===== src/rtl/audio_pkg.sv =====
// Shared types and defaults for the audio receive path.
package audio_pkg;

  localparam int unsigned AUD_DATA_WIDTH = 16;

  typedef enum logic [1:0] {
    IDLE,
    SKIP,
    SHIFT,
    WAIT
  } rx_state_t;

  typedef struct packed {
    logic [AUD_DATA_WIDTH-1:0] left;
    logic [AUD_DATA_WIDTH-1:0] right;
  } sample_pair_t;

endpackage


===== src/rtl/sample_fifo.sv =====
// First-word-fall-through FIFO; head data comes straight from storage registers.
module sample_fifo #(
  parameter int unsigned WIDTH = 32,
  parameter int unsigned DEPTH = 4
) (
  input  logic             i_clk,
  input  logic             i_rst,
  input  logic             i_push,
  input  logic [WIDTH-1:0] i_din,
  input  logic             i_pop,
  output logic [WIDTH-1:0] o_dout,
  output logic             o_full,
  output logic             o_empty
);

  localparam int unsigned AW = $clog2(DEPTH);

  logic [WIDTH-1:0] r_mem [DEPTH];
  logic [AW-1:0]    r_wr_ptr;
  logic [AW-1:0]    r_rd_ptr;
  logic [AW:0]      r_count;
  logic             w_pop;
  logic             w_push;

  assign o_full  = (r_count == (AW+1)'(DEPTH));
  assign o_empty = (r_count == '0);
  assign o_dout  = r_mem[r_rd_ptr];

  // A full FIFO still accepts a push when the head leaves in the same cycle.
  assign w_pop  = i_pop & ~o_empty;
  assign w_push = i_push & (~o_full | w_pop);

  always_ff @(posedge i_clk or posedge i_rst) begin
    if (i_rst) begin
      for (int unsigned i = 0; i < DEPTH; i++) r_mem[i] <= '0;
      r_wr_ptr <= '0;
      r_rd_ptr <= '0;
      r_count  <= '0;
    end else begin
      if (w_push) begin
        r_mem[r_wr_ptr] <= i_din;
        r_wr_ptr        <= r_wr_ptr + 1'b1;
      end
      if (w_pop) r_rd_ptr <= r_rd_ptr + 1'b1;
      case ({w_push, w_pop})
        2'b10:   r_count <= r_count + 1'b1;
        2'b01:   r_count <= r_count - 1'b1;
        default: r_count <= r_count;
      endcase
    end
  end

endmodule


===== src/rtl/sync.sv =====
// Multi-stage flop synchronizer for a single asynchronous input.
module sync #(
  parameter int unsigned STAGES = 2
) (
  input  logic i_clk,
  input  logic i_rst,
  input  logic i_d,
  output logic o_q
);

  logic [STAGES-1:0] r_chain;

  always_ff @(posedge i_clk or posedge i_rst) begin
    if (i_rst) r_chain <= '0;
    else       r_chain <= {r_chain[STAGES-2:0], i_d};
  end

  assign o_q = r_chain[STAGES-1];

endmodule


===== src/rtl/audio_adc_receiver.sv =====
// I2S ADC deserializer: oversamples the codec's BCLK/LRCK/DATA and queues
// left/right sample pairs in a FWFT FIFO with a valid/ready handshake.
module audio_adc_receiver
  import audio_pkg::*;
#(
  parameter int unsigned DATA_WIDTH  = AUD_DATA_WIDTH,
  parameter int unsigned FIFO_DEPTH  = 4,
  parameter int unsigned SYNC_STAGES = 2
) (
  input  logic                  Clk,
  input  logic                  Reset,
  input  logic                  enable,
  input  logic                  AUD_BCLK,
  input  logic                  AUD_ADCLRCK,
  input  logic                  AUD_ADCDAT,
  output logic                  sample_valid,
  input  logic                  sample_ready,
  output logic [DATA_WIDTH-1:0] left_out,
  output logic [DATA_WIDTH-1:0] right_out,
  output logic                  overrun,
  output logic                  frame_err,
  input  logic                  clear_flags
);

  localparam int unsigned CW = $clog2(DATA_WIDTH + 1);
  localparam logic [CW-1:0] LAST_BIT = CW'(DATA_WIDTH - 1);

  logic w_bclk_s, w_lrck_s, w_dat_s;
  logic w_bclk_rise, w_lrck_edge;
  logic w_full, w_empty;
  logic [2*DATA_WIDTH-1:0] w_fifo_dout;

  rx_state_t             r_state;
  logic                  r_chan_right;
  logic [CW-1:0]         r_cnt;
  logic [DATA_WIDTH-1:0] r_shift;
  logic [DATA_WIDTH-1:0] r_left_hold;
  logic                  r_push_req;
  logic                  r_bclk_d;
  logic                  r_lrck_prev;
  logic                  r_frame_err;
  logic                  r_overrun;

  sync #(.STAGES(SYNC_STAGES)) u_sync_bclk (
    .i_clk(Clk), .i_rst(Reset), .i_d(AUD_BCLK),    .o_q(w_bclk_s)
  );
  sync #(.STAGES(SYNC_STAGES)) u_sync_lrck (
    .i_clk(Clk), .i_rst(Reset), .i_d(AUD_ADCLRCK), .o_q(w_lrck_s)
  );
  sync #(.STAGES(SYNC_STAGES)) u_sync_dat (
    .i_clk(Clk), .i_rst(Reset), .i_d(AUD_ADCDAT),  .o_q(w_dat_s)
  );

  assign w_bclk_rise = w_bclk_s & ~r_bclk_d;
  // LRCK is compared rise-to-rise so glitches between bit clocks are invisible.
  assign w_lrck_edge = w_bclk_rise & (w_lrck_s != r_lrck_prev);

  always_ff @(posedge Clk or posedge Reset) begin
    if (Reset) begin
      r_state      <= IDLE;
      r_chan_right <= 1'b0;
      r_cnt        <= '0;
      r_shift      <= '0;
      r_left_hold  <= '0;
      r_push_req   <= 1'b0;
      r_bclk_d     <= 1'b0;
      r_lrck_prev  <= 1'b0;
      r_frame_err  <= 1'b0;
    end else begin
      r_bclk_d   <= w_bclk_s;
      r_push_req <= 1'b0;
      if (w_bclk_rise) r_lrck_prev <= w_lrck_s;
      if (clear_flags) r_frame_err <= 1'b0;

      if (r_state != IDLE && !enable) begin
        r_state <= IDLE;
      end else if (w_bclk_rise) begin
        case (r_state)
          IDLE: begin
            if (enable && w_lrck_edge && !w_lrck_s) begin
              r_state      <= SKIP;
              r_chan_right <= 1'b0;
            end
          end
          SKIP: begin
            r_state <= SHIFT;
            r_cnt   <= '0;
          end
          SHIFT: begin
            if (w_lrck_edge) begin
              r_frame_err <= 1'b1;
              r_shift     <= '0;
              r_left_hold <= '0;
              if (!w_lrck_s) begin
                r_state      <= SKIP;
                r_chan_right <= 1'b0;
              end else begin
                r_state <= IDLE;
              end
            end else begin
              r_shift <= {r_shift[DATA_WIDTH-2:0], w_dat_s};
              r_cnt   <= r_cnt + CW'(1);
              if (r_cnt == LAST_BIT) begin
                if (!r_chan_right) r_left_hold <= {r_shift[DATA_WIDTH-2:0], w_dat_s};
                else               r_push_req  <= 1'b1;
                r_state <= WAIT;
              end
            end
          end
          WAIT: begin
            if (w_lrck_edge) begin
              r_state      <= SKIP;
              r_chan_right <= ~r_chan_right;
            end
          end
          default: r_state <= IDLE;
        endcase
      end
    end
  end

  always_ff @(posedge Clk or posedge Reset) begin
    if (Reset) begin
      r_overrun <= 1'b0;
    end else begin
      if (clear_flags) r_overrun <= 1'b0;
      if (r_push_req && w_full && !sample_ready) r_overrun <= 1'b1;
    end
  end

  sample_fifo #(.WIDTH(2*DATA_WIDTH), .DEPTH(FIFO_DEPTH)) u_fifo (
    .i_clk  (Clk),
    .i_rst  (Reset),
    .i_push (r_push_req),
    .i_din  ({r_left_hold, r_shift}),
    .i_pop  (sample_ready),
    .o_dout (w_fifo_dout),
    .o_full (w_full),
    .o_empty(w_empty)
  );

  assign sample_valid = ~w_empty;
  assign left_out     = w_fifo_dout[2*DATA_WIDTH-1:DATA_WIDTH];
  assign right_out    = w_fifo_dout[DATA_WIDTH-1:0];
  assign overrun      = r_overrun;
  assign frame_err    = r_frame_err;

endmodule


===== config.mk =====
export PLATFORM = sky130hd
export DESIGN_NAME = audio_adc_receiver
export DESIGN_NICKNAME = d
export VERILOG_FILES = /design/src/rtl/audio_pkg.sv /design/src/rtl/sample_fifo.sv /design/src/rtl/sync.sv /design/src/rtl/audio_adc_receiver.sv
export SDC_FILE = /design/constraint.sdc
export NUM_CORES = 1
export LEC_CHECK = 0
export CORE_MARGIN = 3
export CORE_UTILIZATION = 50
export CTS_CLUSTER_SIZE = 24
export DETAILED_ROUTE_END_ITERATION = 10
export PLACE_DENSITY = 0.68
export SYNTH_ARGS = -nofsm -noshare
export SYNTH_HDL_FRONTEND = slang
export SYNTH_SLANG_ARGS = --single-unit
export TNS_END_PERCENT = 5

===== constraint.sdc =====
create_clock -name Clk -period 9.5 [get_ports Clk]
set_clock_uncertainty 0.05 [all_clocks]
set_input_delay 1.9 -clock Clk [delete_from_list [all_inputs] [get_ports Clk]]
set_output_delay 1.9 -clock Clk [all_outputs]
set_load 0.01 [all_outputs]

* Word-level counts from Yosys, hierarchy flattened *
Index checks and enable logic that the tools add are counted.

cells by class
  muxes and demuxes = 39
  magnitude comparators = 3
  reductions and logical operators = 23
  eq/ne operators = 17
  add/sub/neg operators = 5
  bitwise logic cells = 12

operators by type and width
  cell                   count
  $bwmux W128            1
  $mux W32               3
  $bmux W32 S2           1
  $demux W32 S2          1
  $mux W16               4
  $mux W1                18
  $mux W2                6
  $ne A2 B2 Y1 const B   6
  $reduce_bool A2 Y1     6
  $pmux W5 S2            1
  $pmux W2 S4            1
  $reduce_and A4 Y1      2
  $reduce_and A7 Y1      1
  $eq A2 B2 Y1 const B   3
  $ge A3 B3 Y1 const B   2
  $logic_and A1 B1 Y1    6
  $ne A3 B3 Y1 const B   2
  $not A2 Y3             2
  $pmux W3 S2            1
  $add A5 B1 Y5 const B  1
  $eq A5 B4 Y1 const B   1
  $mux W5                1
  $not A1 Y1             5
  $reduce_and A5 Y1      1
  16 further kinds       23

word-level totals
  word-level logic and storage cells = 119
  register bits after elaboration = 186
  input port bits = 8

* Longest topological paths before layout *
Gate-level depths: netlist of the first run.

  depth after elaboration = 9
  mapped depth = 10

* By module *
Synthesis of the first run repeated with hierarchy kept, for this count alone.

unflattened totals
  cell total of the unflattened synthesis = 569
  area, all modules = 8155.3 µm²

by module, submodules not included
  module              area an instance (µm²)  times used  cells each
  sample_fifo         5977.0                  1           350
  audio_adc_receiver  2016.9                  1           210
  sync                53.8                    3           3

* Worst setup path before layout of the first run *
No wires, ideal clock.

  path type = input-to-reg
  start = input port sample_ready
  end = register u_fifo.r_count[2]
  arrival time = 3.467 ns
  buffers on the path = 1
  stages on the path = 10
  path slack = 5.904 ns
  path through = nor4b_2 -> nor2b_1 -> buf_4 -> inv_1 -> ha_1 -> inv_1 -> fa_1 -> xor2_1 -> nor2_1 -> xor2_1

between the ends
  word-level cells in the longest chain between the ends = 5
  elaborated cells between the ends (all ways) = 7
  those cells by class = eq/ne (2); mux (1); bitwise (3); reduce/logical (1)

RTL lines
  item                                                      line                      source
  from (decl)                                               audio_adc_receiver.sv:17  input logic sample_ready,
  $and A1 B1 Y1 *                                           sample_fifo.sv:30         assign w_pop = i_pop & ~o_empty;
  $or A1 B1 Y1                                              sample_fifo.sv:31         assign w_push = i_push & (~o_full | w_pop);
  $and A1 B1 Y1                                             sample_fifo.sv:31
  $eq A2 B1 Y1 / $eq A2 B2 Y1 (equally long branches)       sample_fifo.sv:45         case ({w_push, w_pop})
  $pmux W3 S2 / $reduce_bool A2 Y1 (equally long branches)  n/a
  to (signal assigned)                                      sample_fifo.sv:46         2'b10: r_count <= r_count + 1'b1;
  to (signal assigned)                                      sample_fifo.sv:47         2'b01: r_count <= r_count - 1'b1;
  to (signal assigned)                                      sample_fifo.sv:48         default: r_count <= r_count;
  to (decl)                                                 sample_fifo.sv:21         logic [AW:0] r_count;

Mark *: on every way between the ends. The rest lies on a longest branch, timed or not.
A chain may end at the register's enable or synchronous reset.

* Worst setup path in the final report of the first run *
  start = register u_fifo.r_rd_ptr[0]
  end = output port left_out[0]

between the ends
  word-level cells in the longest chain between the ends = 4

RTL lines
  item                                          line                      source
  from (decl)                                   sample_fifo.sv:20         logic [AW-1:0] r_rd_ptr;
  from (signal assigned)                        sample_fifo.sv:44         if (w_pop) r_rd_ptr <= r_rd_ptr + 1'b1;
  $not A2 Y3 (implied by the code)              sample_fifo.sv:27         assign o_dout = r_mem[r_rd_ptr];
  $bmux W32 S2                                  sample_fifo.sv:27
  $mux W32 (implied by the code) (2 in series)  sample_fifo.sv:27
  to (decl)                                     audio_adc_receiver.sv:18  output logic [DATA_WIDTH-1:0] left_out,

Every way passes these cells. The select of a mux whose other input is x is not followed.

==> metrics.cfg, run 1 <==
[run_status]
status = complete, no violations

[clock_tree]
hold_buffers = 0
clock_latency_ns = 0.43
cts.path.max_buffers = 2
cts_resized = 0
post_cts_buffers = 0
cts-root-buf = clkbuf_16
htree_levels = 4
cts_sinks = 186
cts_tree = done
clk_pin_slew_ns = 0.07
cts_buffers = 17

[yosys]
yosys-top-cells-area = dfrtp_1, mux2_1, mux4_2
synth_edf_count = 0
ys_types = 51
yosys-mux-area-fraction_pct = 27.1
synth_nets = 536
synth_top_family_by_area = multiplexers
synth_largest_area_cell = dfrtp_1
syn_inst = 516
post_synth_fa_ha_maj_area_fraction_pct = 1.94
synth-main-ff-cell = dfrtp_1
ys_warn_count = 0
synth_top_cell_area_share_pct = 57.3
avgSynthCellArea_um2 = 15.8
synth_compound_area_share_pct = 5.48
synth_area_mm2 = 0.00813
yosys.area_share.xor_xnor_pct = 0.954
yosysSeqAreaShare_pct = 57.3
async_flop_share_pct = 100
synth-seq-cells = 186
synthSimpleGateAreaFrac_pct = 3.86

[die]
io_pins = 43
start_util_pct = 52.3
die_w_um = 134
num_rows = 45
fp.dieH_um = 134
die_area_mm2 = 0.0178
core_area_mm2 = 0.0155

[grt]
grt_overflow_total = 0
grt_pass1_vias = 4699
antenna_found_initial = 0
groute.usage.overall_pct = 18.5
grt_max_degree = 109
grt_pass1_wl_um = 25500

[setup_path]
required_ns = 7.55
reg2reg_slack_ns = 6.86
worstSetupStartpointType = flip-flop
cp-end-kind = output port
path_class = flip-flop to output port
arrival_ns = 2.73
crit_path_max_fanout = 23

[drt]
drtIter0Drc = 236
detail_route.wl_per_cell_um = 20.0
dr.pass1.iters = 4
vias_per_cell = 5.70
vias = 4430
drc_errors = 0
totalWireLength_um = 15600
ant_nets = 0

[final_layout]
mostFrequentLayoutCell = dfrtp_1
finalNetCount = 573
layout-drive-gt1-share_pct = 14.5
syn2layout_area_growth_pct = 13.9
mostFrequentLayoutCells = dfrtp_1, mux2_1, clkdlybuf4s50_1
antenna_cells = 0
final_util_pct = 59.6

[timing]
worst_pin_slew_ns = 0.999
hold_viol = 0
fmax_ghz = 0.214
rsz0062_at_grt = false
fin_crit_sh_pct = 49.3
setup_tns_ns = 0
slew_headroom_pct = 33.2
finalCriticalPeriod_ns = 4.68
slew_violations = 0
setup_viol = 0

[power_and_ir_drop]
power_mw = 1.88
vdd_drop_max_v = 0.000136
p_leak_nw = 4.58
power_density_mw_per_mm2 = 203

[min_path]
hold_path.class = flip-flop to flip-flop

[placement]
io_buffers = 42
dp_hpwl_um = 9300
place_congestion = 0.851

[flow_run]
drv_cap = 0

==> critical path, stage by stage (launching register included) <==
cell             delay [ns]
dfrtp_2                0.62
buf_4                  0.54
mux4_2                 0.62
clkdlybuf4s50_1        0.50
==> cells by family (layout without fill, tap and decap cells) <==
group / count (synthesis) / after routing
adders and majority gates: 12 / 12
and+or+nand+nor: 49 / 49
buffers and inverters: 41 / 91
xor gates and xnor gates: 8 / 8
DFF: 186 / 186
muxes: 164 / 164
AOI/OAI and AO/OA: 56 / 56
==> power breakdown <==
part / leakage [nW] / switching, mW / internal, mW
Sequential: 2.55 / 0.0479 / 0.818
Combinational: 1.73 / 0.147 / 0.111
Clock: 0.297 / 0.292 / 0.460
Total: 4.58 / 0.487 / 1.39
==> stage by stage <==
stage | area [um^2] | instances | hold WS, ns | setup slack (ns)
final | 9260 | 777 | 0.303 | 4.82
after global routing | 9260 | 777 | 0.320 | 4.66
after CTS | 9260 | 777 | 0.308 | 4.75
after detailed placement | 8620 | 745 | 0.293 | 5.01
after global placement | 8620 | 745 | 0.281 | 5.09
after floorplan | 8130 | 516 | 0.281 | 2.49
==> worst paths after layout <==
path                                     endpoint  depth (start not counted)                    from
max                                   left_out[0]                          3      u_fifo.r_rd_ptr[0]
min                        u_sync_lrck.r_chain[1]                          0  u_sync_lrck.r_chain[0]
max reg2reg                       r_left_hold[10]                          6              r_state[0]
min reg2reg                u_sync_lrck.r_chain[1]                          0  u_sync_lrck.r_chain[0]
max in group asynchronous       u_fifo.r_mem[119]                          3                   Reset
min in group asynchronous                r_bclk_d                          2                   Reset
==> sequential cells by signal, summed over array words and instances (netlist names) <==
signal               cells
u_fifo.r_mem           128
r_left_hold             16
r_shift                 16
r_cnt                    5
u_fifo.r_count           3
r_state                  2
u_fifo.r_rd_ptr          2
u_fifo.r_wr_ptr          2
u_sync_bclk.r_chain      2
u_sync_dat.r_chain       2
u_sync_lrck.r_chain      2
frame_err                1
overrun                  1
r_bclk_d                 1
r_chan_right             1
r_lrck_prev              1
r_push_req               1
==> final cells by class <==
type                    count  area (um^2)
flip-flops and latches    186         4660
fillers                  1203         6280
clock inverters            11          168
multi-input cells         289         3200
inverters                  14         57.6
well taps                 211          264
repair buffers             45          443
clock buffers              21          470
==> per-layer routing <==
| layer | track usage (%) | share of wire, % | vias up | wire (um) |
|---|---|---|---|---|
| li1 | - | - | 1978 | - |
| met1 | 25.3 | 47 | 2344 | 7260 |
| met2 | 30.0 | 49 | 86 | 7560 |
| met3 | 3.40 | 3.2 | 22 | 505 |
| met4 | 6.74 | 1.6 | 0 | 250 |
| met5 | 0 | 0 | - | 0 |
==> synthesized netlist by cell type, types with 2 or more instances <==
cell type and instances:
nor2_4 2, mux2i_1 4, buf_2 3, xor2_1 3, nand2_4 4, inv_1 13
clkbuf_1 5, o21ai_1 6, mux2_1 128, ha_1 11, buf_4 6, o211ai_1 2
a21oi_1 4, nand2b_1 4, xnor2_1 4, a22o_1 32, dfrtp_1 186, or3_1 3
nor2_1 6, nand2_1 14, mux4_2 32, nor3_1 2, buf_6 13, nor2b_1 2
No activity file was read; power rests on OpenSTA's default activity.
==> run 2: changes to the inputs <==
--- a/config.mk
+++ b/config.mk
@@ -9,7 +9,7 @@
 export CORE_UTILIZATION = 50
 export CTS_CLUSTER_SIZE = 24
 export DETAILED_ROUTE_END_ITERATION = 10
-export PLACE_DENSITY = 0.68
+export PLACE_DENSITY = 0.71
 export SYNTH_ARGS = -nofsm -noshare
 export SYNTH_HDL_FRONTEND = slang
 export SYNTH_SLANG_ARGS = --single-unit
==> constraint.sdc (replaced) <==
create_clock -name Clk -period 4.25 [get_ports Clk]
set_clock_uncertainty 0.05 [all_clocks]
set_input_delay 0.85 -clock Clk [delete_from_list [all_inputs] [get_ports Clk]]
set_output_delay 0.85 -clock Clk [all_outputs]
set_load 0.01 [all_outputs]
==> run 2 against run 1 <==
  * Flip-flop and latch count unchanged
  * Critical endpoint is now right_out[9]
  * Power increased by 120%
  * Hold slack improved by 0.011 ns
==> metrics.cfg, run 2 (synthesis results as in run 1) <==
[setup_path]
r2r_cells = 4  ; was 6
arrival_ns = 2.61  ; was 2.73 ns
r2r-end = u_fifo.r_mem[9]  ; was r_left_hold[10]
crit_path_max_fanout = 16  ; was 23
worstReg2RegStart = u_fifo.r_count[2]  ; was r_state[0]
critical-path-max-stage-delay_ns = 0.73  ; was 0.62 ns
crit_chain = buf_4 > mux4_2 > clkdlybuf4s50_1  ; unchanged
critical_path.top_delay_family = buffers and inverters  ; unchanged
path_class = flip-flop to output port  ; unchanged
worstSetupStartpointType = flip-flop  ; unchanged
required_ns = 3.35  ; was 7.55 ns
cp_slowest_cell = dfrtp_2  ; unchanged
cp-end-kind = output port  ; unchanged
cp.depth = 3  ; unchanged
reg2reg_slack_ns = 1.65  ; was 6.86 ns
crit_start = u_fifo.r_rd_ptr[0]  ; unchanged
critPathBufInv = 2  ; unchanged

[final_layout]
antenna_cells = 0  ; unchanged
finalNetCount = 576  ; was 573
mostFrequentLayoutCells = dfrtp_1, mux2_1, clkdlybuf4s50_1  ; unchanged
syn2layout_area_growth_pct = 13.6  ; was 13.9%
layout-drive-gt1-share_pct = 14.3  ; was 14.5%
largest_reg_flops = 128  ; unchanged
top_regs = u_fifo.r_mem x128, r_left_hold x16, r_shift x16  ; unchanged
mostFrequentLayoutCell = dfrtp_1  ; unchanged
regMostFlops = u_fifo.r_mem  ; unchanged

[placement]
io_buffers = 42  ; unchanged
dp_hpwl_um = 9250  ; was 9300 um
place_congestion = 0.759  ; was 0.851

[clock_tree]
cts-root-buf = clkbuf_16  ; unchanged
cts_tree = done  ; unchanged
post_cts_buffers = 0  ; unchanged
clk_pin_slew_ns = 0.07  ; about the same
clock_latency_ns = 0.43  ; about the same
cts_buffers = 17  ; unchanged
hold_buffers = 0  ; unchanged
cts_resized = 0  ; unchanged
htree_levels = 4  ; unchanged
cts_sinks = 186  ; unchanged
cts.path.max_buffers = 2  ; unchanged

[die]
start_util_pct = 52.3  ; unchanged
die_area_mm2 = 0.0178  ; unchanged
num_rows = 45  ; unchanged
core_area_mm2 = 0.0155  ; unchanged
die_w_um = 134  ; unchanged
fp.dieH_um = 134  ; unchanged
io_pins = 43  ; unchanged

[drt]
route.met2.wl_um = 7470  ; was 7560 um
dr.pass1.iters = 4  ; unchanged
route.met3.wl_um = 481  ; was 505 um
vias = 4409  ; was 4430
totalWireLength_um = 15100  ; was 15600 um
top_layer_used = met4  ; unchanged
vias_per_cell = 5.66  ; was 5.70
detail_route.wl_per_cell_um = 19.4  ; was 20.0 um
drc_errors = 0  ; unchanged
ant_nets = 0  ; unchanged
drtIter0Drc = 298  ; was 236
m1WireLength_um = 6940  ; was 7260 um

[power_and_ir_drop]
p_leak_nw = 4.58  ; about the same
p_comb_share_pct = 14.0  ; was 13.8%
switching_share_pct = 26.1  ; was 26.0%
power_mw = 4.05  ; was 1.88 mW
power_density_mw_per_mm2 = 439  ; was 203 mW/mm^2
pwr-share-clk_pct = 38.0  ; was 40.1%
seq_power_share_pct = 47.9  ; was 46.1%
power.internal_mw = 2.99  ; was 1.39 mW
vdd_drop_max_v = 0.000303  ; was 0.000136 V
p_sw_mw = 1.06  ; was 0.487 mW

[grt]
groute.usage.overall_pct = 18.3  ; was 18.5%
antenna_found_initial = 0  ; unchanged
grt_pass1_wl_um = 25100  ; was 25500 um
grt_pass1_vias = 4693  ; was 4699
grt_max_degree = 95  ; was 109
grt_overflow_total = 0  ; unchanged

[timing]
setup_viol = 0  ; unchanged
hold_viol = 0  ; unchanged
rsz0062_at_grt = false  ; unchanged
finalCriticalPeriod_ns = 3.51
fmax_ghz = 0.285
fin_crit_sh_pct = 82.5
slew_violations = 0  ; unchanged
setup_tns_ns = 0  ; unchanged
worst_pin_slew_ns = 1.04  ; was 0.999 ns
holdWs_ns = 0.314  ; was 0.303 ns
slew_headroom_pct = 30.7  ; was 33.2%

[min_path]
hold_path.class = flip-flop to flip-flop  ; unchanged
hold_path_end = u_sync_bclk.r_chain[1]  ; was u_sync_lrck.r_chain[1]
hold_path_startpoint = u_sync_bclk.r_chain[0]  ; was u_sync_lrck.r_chain[0]
hold_depth = 0  ; unchanged

[run_status]
status = complete, no violations  ; unchanged

[flow_run]
drv_cap = 0  ; unchanged

==> run 2: cell types whose count changed in the layout (fill, tap and decap cells not counted) <==
cell | before | now
buf_12 | 0 | 2
buf_4 | 3 | 4
bufinv_16 | 4 | 2
clkbuf_1 | 1 | 4
clkinv_2 | 2 | 3
clkinv_4 | 0 | 1
clkinvlp_4 | 5 | 2
inv_6 | 1 | 0
==> run 2: cell type report <==
type,instances,area [um^2]
clock buffer,24,482
multi-input combinational,289,3200
fill,1198,6300
tap,211,264
timing repair buffer,48,490
sequential,186,4660
inverter,14,56.3
clock inverter,7,91.3
==> run 2: per-layer routing <==
metal | up-vias | global-route usage, %
li1 | 1990 | -
met5 | - | 0
met4 | 0 | 5.54
met1 | 2328 | 25.0
met2 | 67 | 29.2
met3 | 24 | 4.80
==> run 2: through the flow <==
stage,cell area [um^2],std cells,setup WS [ns],utilization [%]
2_1_floorplan,8130,516,0.957,-
3_3_place_gp,8660,748,0.902,55.7
3_5_place_dp,8660,748,0.763,55.7
4_1_cts,9240,779,0.646,59.4
5_1_grt,9240,779,0.575,59.4
6_report,9240,779,0.744,59.4
==> run 2: worst max path at each step <==
| stage | end | slack, ns |
|---|---|---|
| floorplan | frame_err | 0.96 |
| global placement | u_fifo.r_mem[96] | 0.90 |
| detailed placement | u_fifo.r_mem[123] | 0.76 |
| CTS | right_out[9] | 0.65 |
| global route | right_out[9] | 0.57 |
| finish | right_out[9] | 0.74 |
==> run 2: power groups by stage <==
stage	Combinational, mW	Sequential (mW)	Clock (mW)
after floorplan	0.499	1.90	0
after global placement	0.557	1.97	0
after detailed placement	0.572	1.98	0
after CTS	0.577	1.95	1.57
after global routing	0.630	1.96	1.65
final	0.569	1.94	1.54
==> run 2: worst reg2reg max path, stage by stage, from the launching register on <==
cell and delay [ns]:
dfrtp_1 0.40, nor4b_2 0.18, nor2b_1 0.80, nand2_4 0.55
mux2_1 0.50
